<file path="config.mk">
export PLATFORM = sky130hd
export DESIGN_NAME = spi_bus_bridge
export DESIGN_NICKNAME = d
export VERILOG_FILES = /design/src/rtl/spi_bus_bridge_pkg.sv /design/src/rtl/spi_bus_bridge.sv
export SDC_FILE = /design/constraint.sdc
export NUM_CORES = 1
export LEC_CHECK = 0
export BUFFER_PORTS_ARGS = -buffer_cell sky130_fd_sc_hd__buf_2
export CORE_MARGIN = 2
export CORE_UTILIZATION = 52
export DETAILED_ROUTE_END_ITERATION = 8
export GPL_TIMING_DRIVEN = 0
export PLACE_DENSITY = 0.84
export REMOVE_ABC_BUFFERS = 1
export SYNTH_ARGS = -nofsm -noshare
export SYNTH_HDL_FRONTEND = slang
export SYNTH_SLANG_ARGS = --single-unit
</file>
<file path="constraint.sdc">
create_clock -name clk -period 2.9 [get_ports clk]
set_input_delay 0 -clock clk [delete_from_list [all_inputs] [get_ports clk]]
set_output_delay 0 -clock clk [all_outputs]
set_load 0.01 [all_outputs]
</file>
<file path="src/rtl/spi_bus_bridge_pkg.sv">
// Shared definitions for the SPI-to-Xosera-bus bridge:
// command bit positions, idle transmit byte and bridge state encoding.
package spi_bus_bridge_pkg;

  localparam int unsigned SPI_CMD_CS = 7;
  localparam int unsigned SPI_CMD_WR = 6;
  localparam int unsigned SPI_CMD_RS = 5;
  localparam int unsigned SPI_CMD_BS = 4;

  localparam logic [7:0] SPI_IDLE_BYTE = 8'hCB;

  typedef enum logic [1:0] {
    ST_CMD = 2'd0,
    ST_PAY = 2'd1,
    ST_BUS = 2'd2
  } spi_bridge_st_t;

  // A read packet prefetches on its command byte.
  function automatic logic cmd_is_read(input logic [7:0] c);
    return c[SPI_CMD_CS] & ~c[SPI_CMD_WR];
  endfunction

endpackage

</file>
<file path="src/rtl/spi_bus_bridge.sv">
// SPI byte stream to Xosera register bus bridge.
// Ports: clk, reset_i (sync, active high); select_i/rx_strobe_i/
// rx_byte_i/tx_byte_o to spi_target; bus_*_o/bus_data_i to
// xosera_main; soft_reset_o pulse; overrun_o sticky error.
module spi_bus_bridge
  import spi_bus_bridge_pkg::*;
#(
  parameter int unsigned CS_CYCLES    = 2,
  parameter int unsigned RESET_CYCLES = 1,
  parameter bit          BURST_EN     = 1'b1,
  parameter logic [7:0]  IDLE_BYTE    = SPI_IDLE_BYTE
) (
  input  logic       clk,
  input  logic       reset_i,
  input  logic       select_i,
  input  logic       rx_strobe_i,
  input  logic [7:0] rx_byte_i,
  output logic [7:0] tx_byte_o,
  output logic       bus_cs_n_o,
  output logic       bus_rd_nwr_o,
  output logic       bus_bytesel_o,
  output logic [3:0] bus_reg_num_o,
  output logic [7:0] bus_data_o,
  input  logic [7:0] bus_data_i,
  output logic       soft_reset_o,
  output logic       overrun_o
);

  localparam int unsigned CW =
    (CS_CYCLES > 1) ? $clog2(CS_CYCLES) : 1;
  localparam int unsigned RW = $clog2(RESET_CYCLES + 1);
  localparam logic [CW-1:0] CS_LOAD = CW'(CS_CYCLES - 1);
  localparam logic [RW-1:0] RS_LOAD = RW'(RESET_CYCLES);

  spi_bridge_st_t state_q, state_d;
  logic          cs_en_q, cs_en_d;
  logic          wr_q, wr_d;
  logic [3:0]    reg_q, reg_d;
  logic          bsel_q, bsel_d;
  logic [7:0]    data_q, data_d;
  logic [7:0]    rd_q, rd_d;
  logic          cs_n_q, cs_n_d;
  logic [CW-1:0] cnt_q, cnt_d;
  logic [RW-1:0] srst_q, srst_d;
  logic          ovr_q, ovr_d;

  logic rd_pkt;
  assign rd_pkt = cs_en_q & ~wr_q;

  always_ff @(posedge clk) begin
    if (reset_i) begin
      state_q <= ST_CMD;
      cs_en_q <= 1'b0;
      wr_q    <= 1'b0;
      reg_q   <= '0;
      bsel_q  <= 1'b0;
      data_q  <= '0;
      rd_q    <= '0;
      cs_n_q  <= 1'b1;
      cnt_q   <= '0;
      srst_q  <= '0;
      ovr_q   <= 1'b0;
    end else begin
      state_q <= state_d;
      cs_en_q <= cs_en_d;
      wr_q    <= wr_d;
      reg_q   <= reg_d;
      bsel_q  <= bsel_d;
      data_q  <= data_d;
      rd_q    <= rd_d;
      cs_n_q  <= cs_n_d;
      cnt_q   <= cnt_d;
      srst_q  <= srst_d;
      ovr_q   <= ovr_d;
    end
  end

  always_comb begin
    state_d = state_q;
    cs_en_d = cs_en_q;
    wr_d    = wr_q;
    reg_d   = reg_q;
    bsel_d  = bsel_q;
    data_d  = data_q;
    rd_d    = rd_q;
    cs_n_d  = cs_n_q;
    cnt_d   = cnt_q;
    srst_d  = srst_q;
    ovr_d   = ovr_q;

    if (srst_q != '0) srst_d = srst_q - 1'b1;

    // Bytes landing inside a bus window are dropped.
    if (rx_strobe_i && state_q == ST_BUS) ovr_d = 1'b1;

    unique case (state_q)
      ST_CMD: begin
        if (select_i && rx_strobe_i) begin
          cs_en_d = rx_byte_i[SPI_CMD_CS];
          wr_d    = rx_byte_i[SPI_CMD_WR];
          reg_d   = rx_byte_i[3:0];
          bsel_d  = rx_byte_i[SPI_CMD_BS];
          if (rx_byte_i[SPI_CMD_RS]) srst_d = RS_LOAD;
          if (cmd_is_read(rx_byte_i)) state_d = ST_BUS;
          else                        state_d = ST_PAY;
        end
      end
      ST_PAY: begin
        if (!select_i) begin
          state_d = ST_CMD;
        end else if (rx_strobe_i) begin
          if (!cs_en_q) begin
            state_d = BURST_EN ? ST_PAY : ST_CMD;
          end else if (!wr_q) begin
            if (BURST_EN) begin
              bsel_d  = ~bsel_q;
              state_d = ST_BUS;
            end else begin
              state_d = ST_CMD;
            end
          end else begin
            data_d  = rx_byte_i;
            state_d = ST_BUS;
          end
        end
      end
      ST_BUS: begin
        // First BUS clock is bus setup with CS still high.
        if (cs_n_q) begin
          cs_n_d = 1'b0;
          cnt_d  = CS_LOAD;
        end else if (cnt_q != '0) begin
          cnt_d = cnt_q - 1'b1;
        end else begin
          cs_n_d = 1'b1;
          if (!wr_q)         rd_d   = bus_data_i;
          else if (BURST_EN) bsel_d = ~bsel_q;
          if (!select_i)              state_d = ST_CMD;
          else if (!wr_q || BURST_EN) state_d = ST_PAY;
          else                        state_d = ST_CMD;
        end
      end
      default: state_d = ST_CMD;
    endcase
  end

  assign tx_byte_o     = (state_q != ST_CMD && rd_pkt) ? rd_q : IDLE_BYTE;
  assign bus_cs_n_o    = cs_n_q;
  assign bus_rd_nwr_o  = ~wr_q;
  assign bus_bytesel_o = bsel_q;
  assign bus_reg_num_o = reg_q;
  assign bus_data_o    = data_q;
  assign soft_reset_o  = (srst_q != '0);
  assign overrun_o     = ovr_q;

endmodule

</file>
==> results.py <==
metrics = {
    "floorplanning": {
        "core_area_sq_mm": 0.002410,
        "die_x_um": 53.86,
        "pin_count": 45,
        "die_height_um": 53.86,
        "initial_utilization": 0.5363,
        "die_area_sq_mm": 0.002900,
        "rows": 18,
    },
    "status": {
        "status": "finished clean",
    },
    "power_and_ir_drop": {
        "powerDensity_mw_per_mm2": 526.3,
        "ir_worst_vdd_mv": 0.4139,
        "p_leak_nw": 0.8544,
    },
    "critical_path": {
        "cp-end-kind": "output port",
        "startpoint_type": "flop",
        "crit_start": "state_q[0]",
        "rr_startpoint": "state_q[0]",
        "critical_path_arrival_ps": 1830,
        "crit_fanout": 8,
        "path_class": "flop to output port",
        "cp.required_ps": 2900,
    },
    "cts": {
        "cts_buffers": 5,
        "clk-insertion-delay-late_ps": 320,
        "cts-root-buf": "clkbuf_4",
        "ctsResizeCount": 0,
        "cts_max_path_buffers": 2,
        "htreeDepth": 2,
        "cts_tree": "done",
        "cts_setup_buffers": 0,
        "clk_pin_slew_ps": 90,
        "cts.sinks": 29,
    },
    "placement": {
        "place_area_sq_mm": 0.001534,
        "hpwl_um": 2047,
        "placed_cells": 212,
        "place.port_buffers": 44,
        "pre_cts_ws_ps": 1139,
        "place.gp.congestion": 0.6979,
    },
    "global_routing": {
        "antenna_found_initial": 0,
        "grt_overflow": 0,
        "grt_max_degree": 30,
        "grt_pass1_vias": 1149,
        "grt_pass1_wl_um": 4802,
        "grtUsageTotal": 0.2380,
    },
    "yosys": {
        "seq_area_frac_synth": 0.4492,
        "async_flop_share": 0,
        "ys_ff_latch": 29,
        "synth_edf_count": 0,
        "synth_top_area_share": 0.4492,
        "synthCells": 142,
        "synthTopCellsByArea": "dfxtp_1 (45%), mux2i_1 (12%), ha_1 (5.8%)",
        "synthFlopType": "dfxtp_1",
        "synth-warning-count": 0,
        "avgSynthCellArea_sq_um": 9.102,
        "syn_area_sq_mm": 0.001292,
        "synth_top_cell_by_area": "dfxtp_1",
        "synth.distinct_cells": 29,
    },
    "layout": {
        "final_common_cell": "buf_2",
        "final_nets": 232,
        "area_growth_pct": 38.43,
        "drive_above_1_share": 0.2657,
        "final_cell_mix": "buf_2 (44), dfxtp_1 (29), nand2_1 (19), nor2_1 (17), dlygate4sd3_1 (17)",
        "antenna_cells": 0,
        "fillCellCount": 172,
        "fin_cells": 237,
        "fin_area_sq_mm": 0.001789,
    },
    "sta": {
        "slew_viol_final": 0,
        "hold_viol": 0,
        "setup_tns_ps": 0,
        "period_share": 0.6323,
        "layout_min_cycle_time_ps": 1834,
        "setup_ws_ps": 1066,
        "rsz0062_at_grt": "no",
        "tightest_slew_ps": 492.9,
        "skew_ps": 13.12,
        "slew_headroom": 0.6714,
        "whs_ps": 114.8,
        "setup_viol": 0,
        "fmax_ghz": 0.5454,
    },
    "route": {
        "drt-initial-drc-count": 13,
        "antenna_left": 0,
        "viasPerCell": 5.051,
        "dr_total_vias": 1197,
        "drcViolationCount": 0,
        "routed_wl_um": 3070,
        "drt_first_pass_iters": 4,
        "wl_per_cell_um": 12.95,
    },
    "worst_hold_path": {
        "worst_hold_path_type": "primary input to flop",
        "worstHoldStart": "reset_i",
    },
    "job": {
        "cap_violations": 0,
    },
}
[layer usage]
| metal | part of all wire | track usage | vias to the layer above |
|---|---|---|---|
| met5 | 0 | 0 | - |
| met2 | 0.55 | 0.4472 | 39 |
| met1 | 0.39 | 0.2362 | 544 |
| li1 | - | - | 610 |
| met4 | 0.0062 | 0.08547 | 0 |
| met3 | 0.055 | 0.08611 | 4 |
[through the flow]
step,power [mW],utilization
after floorplan,0.5352,-
after global routing,0.9938,0.7425
after global placement,0.5804,0.6366
after detailed placement,0.5888,0.6366
final,0.9417,0.7425
after CTS,0.9447,0.7425
[Yosys cell counts, types with 2 or more instances]
master	n
dfxtp_1	29
nand2_1	19
nor2_1	17
mux2i_1	16
a21oi_1	13
ha_1	6
nand2b_1	6
inv_1	5
and2_1	4
clkbuf_1	3
o21ai_0	3
a211o_1	2
nand3_1	2
nand4b_1	2
[critical path, stage by stage, from the launching register on]
cell     delay [ps]
dfxtp_1         430
inv_1           110
ha_1            270
inv_1           100
and3_1          310
and2_1          170
buf_2           130
[flip-flops by register name (all words and copies together), names as in the netlist]
name	count
cs_en_q	1
cnt_q	1
wr_q	1
bus_data_o	8
state_q	2
bus_cs_n_o	1
overrun_o	1
rd_q	8
soft_reset_o	1
bus_bytesel_o	1
bus_reg_num_o	4
[area by class of cell]
cell class	count	area [sq um]	share of cell area
tap	30	37.54	0.02098
inverter	6	22.52	0.01259
multi-input combinational	103	673.1	0.3762
clock buffer	7	55.05	0.03077
clock inverter	1	30.03	0.01678
sequential	29	580.6	0.3245
timing repair buffer	61	390.4	0.2182
[final timing paths]
check                                endpoint  slack (ps)  cells after the start
worst min register to register        rd_q[3]         450                      2
worst max register to register        rd_q[5]        1130                      6
worst max-delay path             tx_byte_o[5]        1070                      6
worst min-delay path            bus_data_o[2]         110                      2
[timing repair]
action,CTS,global route
setup endpoints to repair,0,0
endpoints found under the hold margin,25,0
hold buffers,17,0
[power by group]
group	total (mW)	switching [mW]	internal, mW	leakage, nW
clock	0.340	0.134	0.206	0.0455
sequential	0.434	0.0189	0.415	0.235
combinational	0.168	0.0879	0.0802	0.574
total	0.942	0.241	0.701	0.854
[cells by family (layout without fill, tap and decap cells)]
group | after synthesis | count (layout) | share of synthesized area
AOI/OAI and AO/OA | 24 | 24 | 0.1123
adders and majority gates | 6 | 6 | 0.05808
buffers and inverters | 10 | 75 | 0.03000
DFF | 29 | 29 | 0.4492
muxes | 16 | 16 | 0.1239
and+or+nand+nor | 57 | 57 | 0.2265
No activity file was read; power rests on OpenSTA's default activity.
